`config.mk`:
```
export PLATFORM = sky130hd
export DESIGN_NAME = write_fifo
export DESIGN_NICKNAME = d
export VERILOG_FILES = /design/src/rtl/write_fifo.sv
export SDC_FILE = /design/constraint.sdc
export NUM_CORES = 1
export LEC_CHECK = 0
export CAP_MARGIN = 20
export CORE_UTILIZATION = 50
export DETAILED_ROUTE_END_ITERATION = 8
export PLACE_DENSITY = 0.71
export SLEW_MARGIN = 20
export SYNTH_ARGS = -nofsm -noshare
export SYNTH_HDL_FRONTEND = slang
export SYNTH_SLANG_ARGS = --single-unit
```
`constraint.sdc`:
```
create_clock -name clk -period 3.4 [get_ports clk]
set_input_delay 0.68 -clock clk [delete_from_list [all_inputs] [get_ports clk]]
set_output_delay 0.68 -clock clk [all_outputs]
set_load 0.05 [all_outputs]
```
`src/rtl/write_fifo.sv`:
```
// Packs narrow words LSB-first into wide lines and queues completed lines in a
// small first-word-fall-through line FIFO. Optional flush port: WRITE_FIFO_FLUSH_EN.
module write_fifo #(
  parameter int LINE_WIDTH = 32,
  parameter int WORD_WIDTH = 8,
  parameter int NUM_LINES  = 4,
  parameter int PTR_BITS   = $clog2(NUM_LINES)
) (
  input  logic                  clk,
  input  logic                  rst,
  input  logic [WORD_WIDTH-1:0] word_in,
  input  logic                  wr,
  output logic                  full,
  input  logic                  rd,
  output logic                  empty,
  output logic [LINE_WIDTH-1:0] line_out,
  output logic [PTR_BITS:0]     count,
  output logic                  partial
`ifdef WRITE_FIFO_FLUSH_EN
  ,
  input  logic                  flush
`endif
);

  localparam int WORDS_PER_LINE = LINE_WIDTH / WORD_WIDTH;
  localparam int WCNT_BITS      = $clog2(WORDS_PER_LINE);
  localparam logic [WCNT_BITS-1:0] LAST_WORD = WCNT_BITS'(WORDS_PER_LINE - 1);

  // Handshake: a word is taken on a rising edge where wr && !full; the head line
  // is popped on a rising edge where rd && !empty. full and empty depend only on
  // registered state, so a pop never unblocks a write in the same cycle.

  logic [LINE_WIDTH-1:0] asm_q;
  logic [LINE_WIDTH-1:0] asm_ins;
  logic [WCNT_BITS-1:0]  word_cnt;
  logic [PTR_BITS:0]     head;
  logic [PTR_BITS:0]     base;
  logic [LINE_WIDTH-1:0] lines [NUM_LINES];

  logic lines_full;
  logic last_word;
  logic accept;
  logic pop;
  logic commit;
  logic flush_commit;

  assign lines_full = (head[PTR_BITS-1:0] == base[PTR_BITS-1:0]) &&
                      (head[PTR_BITS] != base[PTR_BITS]);
  assign empty      = (head == base);
  assign count      = head - base;
  assign last_word  = (word_cnt == LAST_WORD);
  assign full       = lines_full && last_word;
  assign partial    = (word_cnt != '0);
  assign accept     = wr && !full;
  assign pop        = rd && !empty;
  assign line_out   = empty ? '0 : lines[base[PTR_BITS-1:0]];

  // Assembly register with the incoming word already merged into its slot.
  always_comb begin
    asm_ins = asm_q;
    for (int i = 0; i < WORDS_PER_LINE; i++) begin
      if (accept && (word_cnt == WCNT_BITS'(i))) begin
        asm_ins[i*WORD_WIDTH +: WORD_WIDTH] = word_in;
      end
    end
  end

`ifdef WRITE_FIFO_FLUSH_EN
  // Flush commits whatever is assembled (including a same-cycle word); slots
  // never written stay zero because asm_q is cleared after every commit.
  assign flush_commit = flush && !lines_full && (partial || accept);
`else
  assign flush_commit = 1'b0;
`endif

  assign commit = (accept && last_word) || flush_commit;

  always_ff @(posedge clk) begin
    if (rst) begin
      asm_q    <= '0;
      word_cnt <= '0;
      head     <= '0;
      base     <= '0;
    end else begin
      if (commit) begin
        asm_q    <= '0;
        word_cnt <= '0;
        head     <= head + 1'b1;
      end else if (accept) begin
        asm_q    <= asm_ins;
        word_cnt <= word_cnt + 1'b1;
      end
      if (pop) begin
        base <= base + 1'b1;
      end
    end
  end

  // Line storage is not reset; the pointers alone define which entries are valid.
  always_ff @(posedge clk) begin
    if (!rst && commit) begin
      lines[head[PTR_BITS-1:0]] <= asm_ins;
    end
  end

endmodule

```
# == After elaboration in Yosys (flattened, before gate mapping) ==
# Memory sizes are Yosys's and may differ from the RTL's. A register that Yosys moved wholly into a read port is not among the register bits.
# Index checks and enable logic that the tools add are counted.
# word_totals
register_bits,40
latch_bits,0
mem_bits_rw,128
rom_bits,0
mem_count,1
elab_cells,39
out_inout_bits,38
# op_classes
n_shift,0
muxes,9
div,0
mul,0
eq_ne,6
bitwise,0
order_cmp,0
reduce_logical,15
add_sub_neg,4
# mem_list
memory,depth,word_bits,rd,rd_ports_with_merged_regs,write_ports,line,text
lines,4,32,1,1,1,38,logic [LINE_WIDTH-1:0] lines [NUM_LINES];
# ops
op,n
$mux 32,1
$mux 8,4
$logic_and 1x1->1,9
$add 3x1->3 const B,2
$eq 2x2->1 const B,2
$mux 2,2
$eq 3x3->1,1
$logic_not 1->1,3
$sub 3x3->3,1
$add 2x1->2 const B,1
$eq 2x1->1 const B,1
$eq 2x2->1,1
$logic_not 2->1,1
$mux 1,2
$reduce_bool 2->1,1
$reduce_or 2->1,1
$ne 1x1->1,1

# == Depth between registers and ports, before layout ==
# depth
word_depth,9
depth_mapped,7

# == Worst setup path after synthesis ==
# No wires, ideal clock.
# synth_timing
path_type,flip-flop to flip-flop
startpoint,register head[0]
endpoint,memory lines[1][0] (enable)
path_slack_ns,0.629
required_time_ns,3.008
period_less_slack_ns,2.771
t_arrival_ns,2.378
n_path_buf,2
path_stages_with_launch,8
path_cell_list,dfxtp_1 > inv_1 > ha_1 > and2_1 > buf_2 > a21oi_2 > buf_2 > and3_1
# synth_between
elab_chain_len,9
# synth_rtl
element,line,text
start: declaration,36,logic [PTR_BITS:0] head;
start signal: assignment,88,head <= head + 1'b1;
$eq 2x2->1,47,assign lines_full = (head[PTR_BITS-1:0] == base[PTR_BITS-1:0]) &&
$logic_and 1x1->1,47,
$logic_and 1x1->1,52,assign full = lines_full && last_word;
$logic_not 1->1,54,assign accept = wr && !full;
$logic_and 1x1->1,54,
$logic_and 1x1->1,76,assign commit = (accept && last_word) || flush_commit;
$logic_and 1x1->1,101,if (!rst && commit) begin
$mux 1,101,
$mux 1 (implied by the code),102,lines[head[PTR_BITS-1:0]] <= asm_ins;
end: declaration,38,
# Several ways; a longest one is shown, not always the timed one.

# == Worst setup path after layout ==
# layout_timing
startpoint,register head[0]
endpoint,output port count[2]
# layout_between
elab_chain_len,1
# layout_rtl
element,line,text
$sub 3x3->3,50,assign count = head - base;
end: declaration,17,"output logic [PTR_BITS:0] count,"
# No other way between the ends.

==> flow_summary.json <==
{
  "setup_viol": 0,
  "grt_pass1_wl_um": 22100,
  "antenna_cells": 0,
  "yosysTopAreaCell": "edfxtp_1",
  "ys_seq_elements": 170,
  "total_power_mw": 5.06,
  "root_buffer": "clkbuf_16",
  "max_freq_mhz": 313,
  "r2r-start": "word_cnt[0]",
  "overflow": 0,
  "grt_pass1_vias": 4039,
  "cp-startpoint": "head[0]",
  "power_density_nw_per_um2": 601,
  "fin_crit_sh_pct": 94.0,
  "ys_warn_count": 0,
  "area_growth_pct": 16.7,
  "end_kind": "primary output",
  "drc": 0,
  "wl_per_cell_um": 20.5,
  "drive_above_1_share_pct": 28.9,
  "fin_worst_skew_ns": 0.0131,
  "slew_viol_final": 0,
  "grt_max_degree": 44,
  "core_um2": 14000,
  "die-area_um2": 14900,
  "synth_top_area_share_pct": 53.3,
  "fin_nets": 526,
  "cp.arrival_ns": 2.52,
  "fin_crit_ns": 3.20,
  "min_path_type": "reg -> reg",
  "die_w_um": 122,
  "cts_resized": 0,
  "cp_slowest_cell": "clkdlybuf4s50_1",
  "maxCapViolations": 0,
  "vias": 3984,
  "vias_per_cell": 5.73,
  "start_util_pct": 51.5,
  "post_cts_buffers": 0,
  "cts_made_buffers": 17,
  "slew_headroom_pct": 57.3,
  "hold_viol": 0,
  "clock-sinks": 170,
  "tightest_slew_ns": 0.641,
  "whs_ns": 0.472,
  "synth_nets": 484,
  "crit_chain": "inv_1 > ha_1 > fa_1 > xnor2_1 > clkdlybuf4s50_1",
  "htree_levels": 4,
  "ir_worst_vdd_mv": 0.346,
  "final_core_util_pct": 60.2,
  "worstSkewPairLatency_ns": 0.43,
  "cp-start-kind": "flop",
  "rsz0062_at_grt": "no",
  "ctsHoldBuffers": 0,
  "ant_nets": 0,
  "cp_slowest_stage_delay_ns": 0.82,
  "synth_area_um2": 7210,
  "place_congestion": 0.797,
  "critical_path_class": "reg -> out",
  "drt_iter0_drc": 253,
  "cp_max_fo": 4,
  "status": "completed",
  "cp.required_ns": 2.72,
  "dp_hpwl_um": 8350,
  "pin_count": 50,
  "cts_max_path_buffers": 2,
  "min_from": "asm_q[31]",
  "die_h_um": 122,
  "antenna_found_initial": 0,
  "track_usage_pct": 20.9,
  "totalWireLength_um": 14200,
  "setup_tns_ns": 0,
  "dr.pass1.iters": 4,
  "num_rows": 43,
  "cts_tree": "built",
  "yosysSeqAreaShare_pct": 65.0,
  "io_buffers": 49,
  "p_leak_nw": 2.96,
  "synth_cell_types": 36,
  "syn-mean-instance-area_um2": 15.7,
  "netlist_instances": 460,
  "clkSlewWorstSetupHoldPaths_ns": 0.06,
  "synth.area.top_cells": "edfxtp_1, dfxtp_1, mux4_2"
}
## layer usage
layer | track usage [%] | wire length, um | up-vias
met2 | 35.7 | 7270 | 94
met1 | 25.7 | 6030 | 2005
met3 | 4.59 | 677 | 18
met4 | 8.38 | 243 | 0
met5 | 0 | 0 | -
li1 | - | - | 1867
## final cells by class
class	count	area (um2)
Clock inverter	6	56.3
Timing Repair Buffer	59	543
Tap cell	180	225
Fill cell	1086	5570
Multi-Input combinational cell	242	2330
Sequential cell	170	4690
Inverter	12	45.0
Clock buffer	26	531
## cell usage in the layout (no fill, tap or decap), drive strengths merged, types with 5 or more instances in the layout
cell           count
a211oi            25
a21oi             46
a31oi              8
and2              33
buf               44
clkbuf            26
clkdlybuf4s50     15
dfxtp             42
edfxtp           128
ha                11
inv               13
mux2              36
mux4              32
nand2              8
nor2               5
nor3b              8
o21ai              5
## metrics by stage
stage | cells | cell area, um2 | setup WS (ns)
finish | 695 | 8420 | 0.203
global route | 695 | 8420 | 0.0600
CTS | 695 | 8410 | 0.109
detailed placement | 663 | 7830 | 0.571
global placement | 663 | 7830 | 0.633
floorplan | 460 | 7210 | 0.629
## where the power goes
part	switching [mW]	total, mW	leakage, nW	internal (mW)
Combinational	0.577	0.905	1.12	0.328
Clock	0.731	1.87	0.296	1.14
Sequential	0.0301	2.28	1.55	2.25
## sequential cells by signal, summed over array words and instances, names as in the netlist, named ones only
register	count
asm_q	32
word_cnt	2
head	3
lines	128
base	3
## worst paths after layout
| path | slack [ns] | end | cells past startpoint |
|---|---|---|---|
| setup / recovery | 0.20 | count[2] | 5 |
| hold / removal | 0.47 | asm_q[31] | 1 |
| setup reg to reg | 0.99 | lines[0][25] | 5 |
| hold reg to reg | 0.47 | asm_q[31] | 1 |
## cell families (layout without fill, tap and decap cells)
kind of cell,after synthesis,count (layout),share of synthesized area [%]
and+or+nand+nor,69,69,6.00
buffers and inverters,48,103,2.74
adders and majority gates,12,12,2.19
DFF,170,170,65.0
AOI/OAI and AO/OA,89,89,7.72
muxes,69,69,15.8
xor gates and xnor gates,3,3,0.625
## critical path, delay by kind of cell (launching register included)
kind       cells  cell delay, ns
fa+ha+maj      2            0.62
xor+xnor       1            0.17
flops          1            0.38
buf+inv        2            0.93
## synthesized netlist by cell type
cell type / n
clkbuf_1: 19
nor3b_1: 8
mux2_2: 36
and3_1: 4
nor2b_1: 4
fa_1: 1
xor2_4: 1
o31ai_1: 1
nand3_4: 1
o311ai_0: 1
nor2_1: 5
a21boi_0: 1
ha_1: 11
o2111ai_1: 1
and3b_1: 4
buf_1: 8
a21oi_1: 45
a211o_1: 1
o21ai_1: 3
buf_2: 8
inv_1: 12
edfxtp_1: 128
mux4_2: 32
a31oi_2: 3
nand2_1: 8
dfxtp_1: 42
o21ai_0: 2
a211oi_1: 25
a21oi_2: 1
nor4bb_1: 1
mux2i_1: 1
buf_6: 1
a31oi_1: 5
nand3_1: 1
and2_1: 33
xnor2_1: 2
Note: power is estimated with default switching activity, not from simulation.
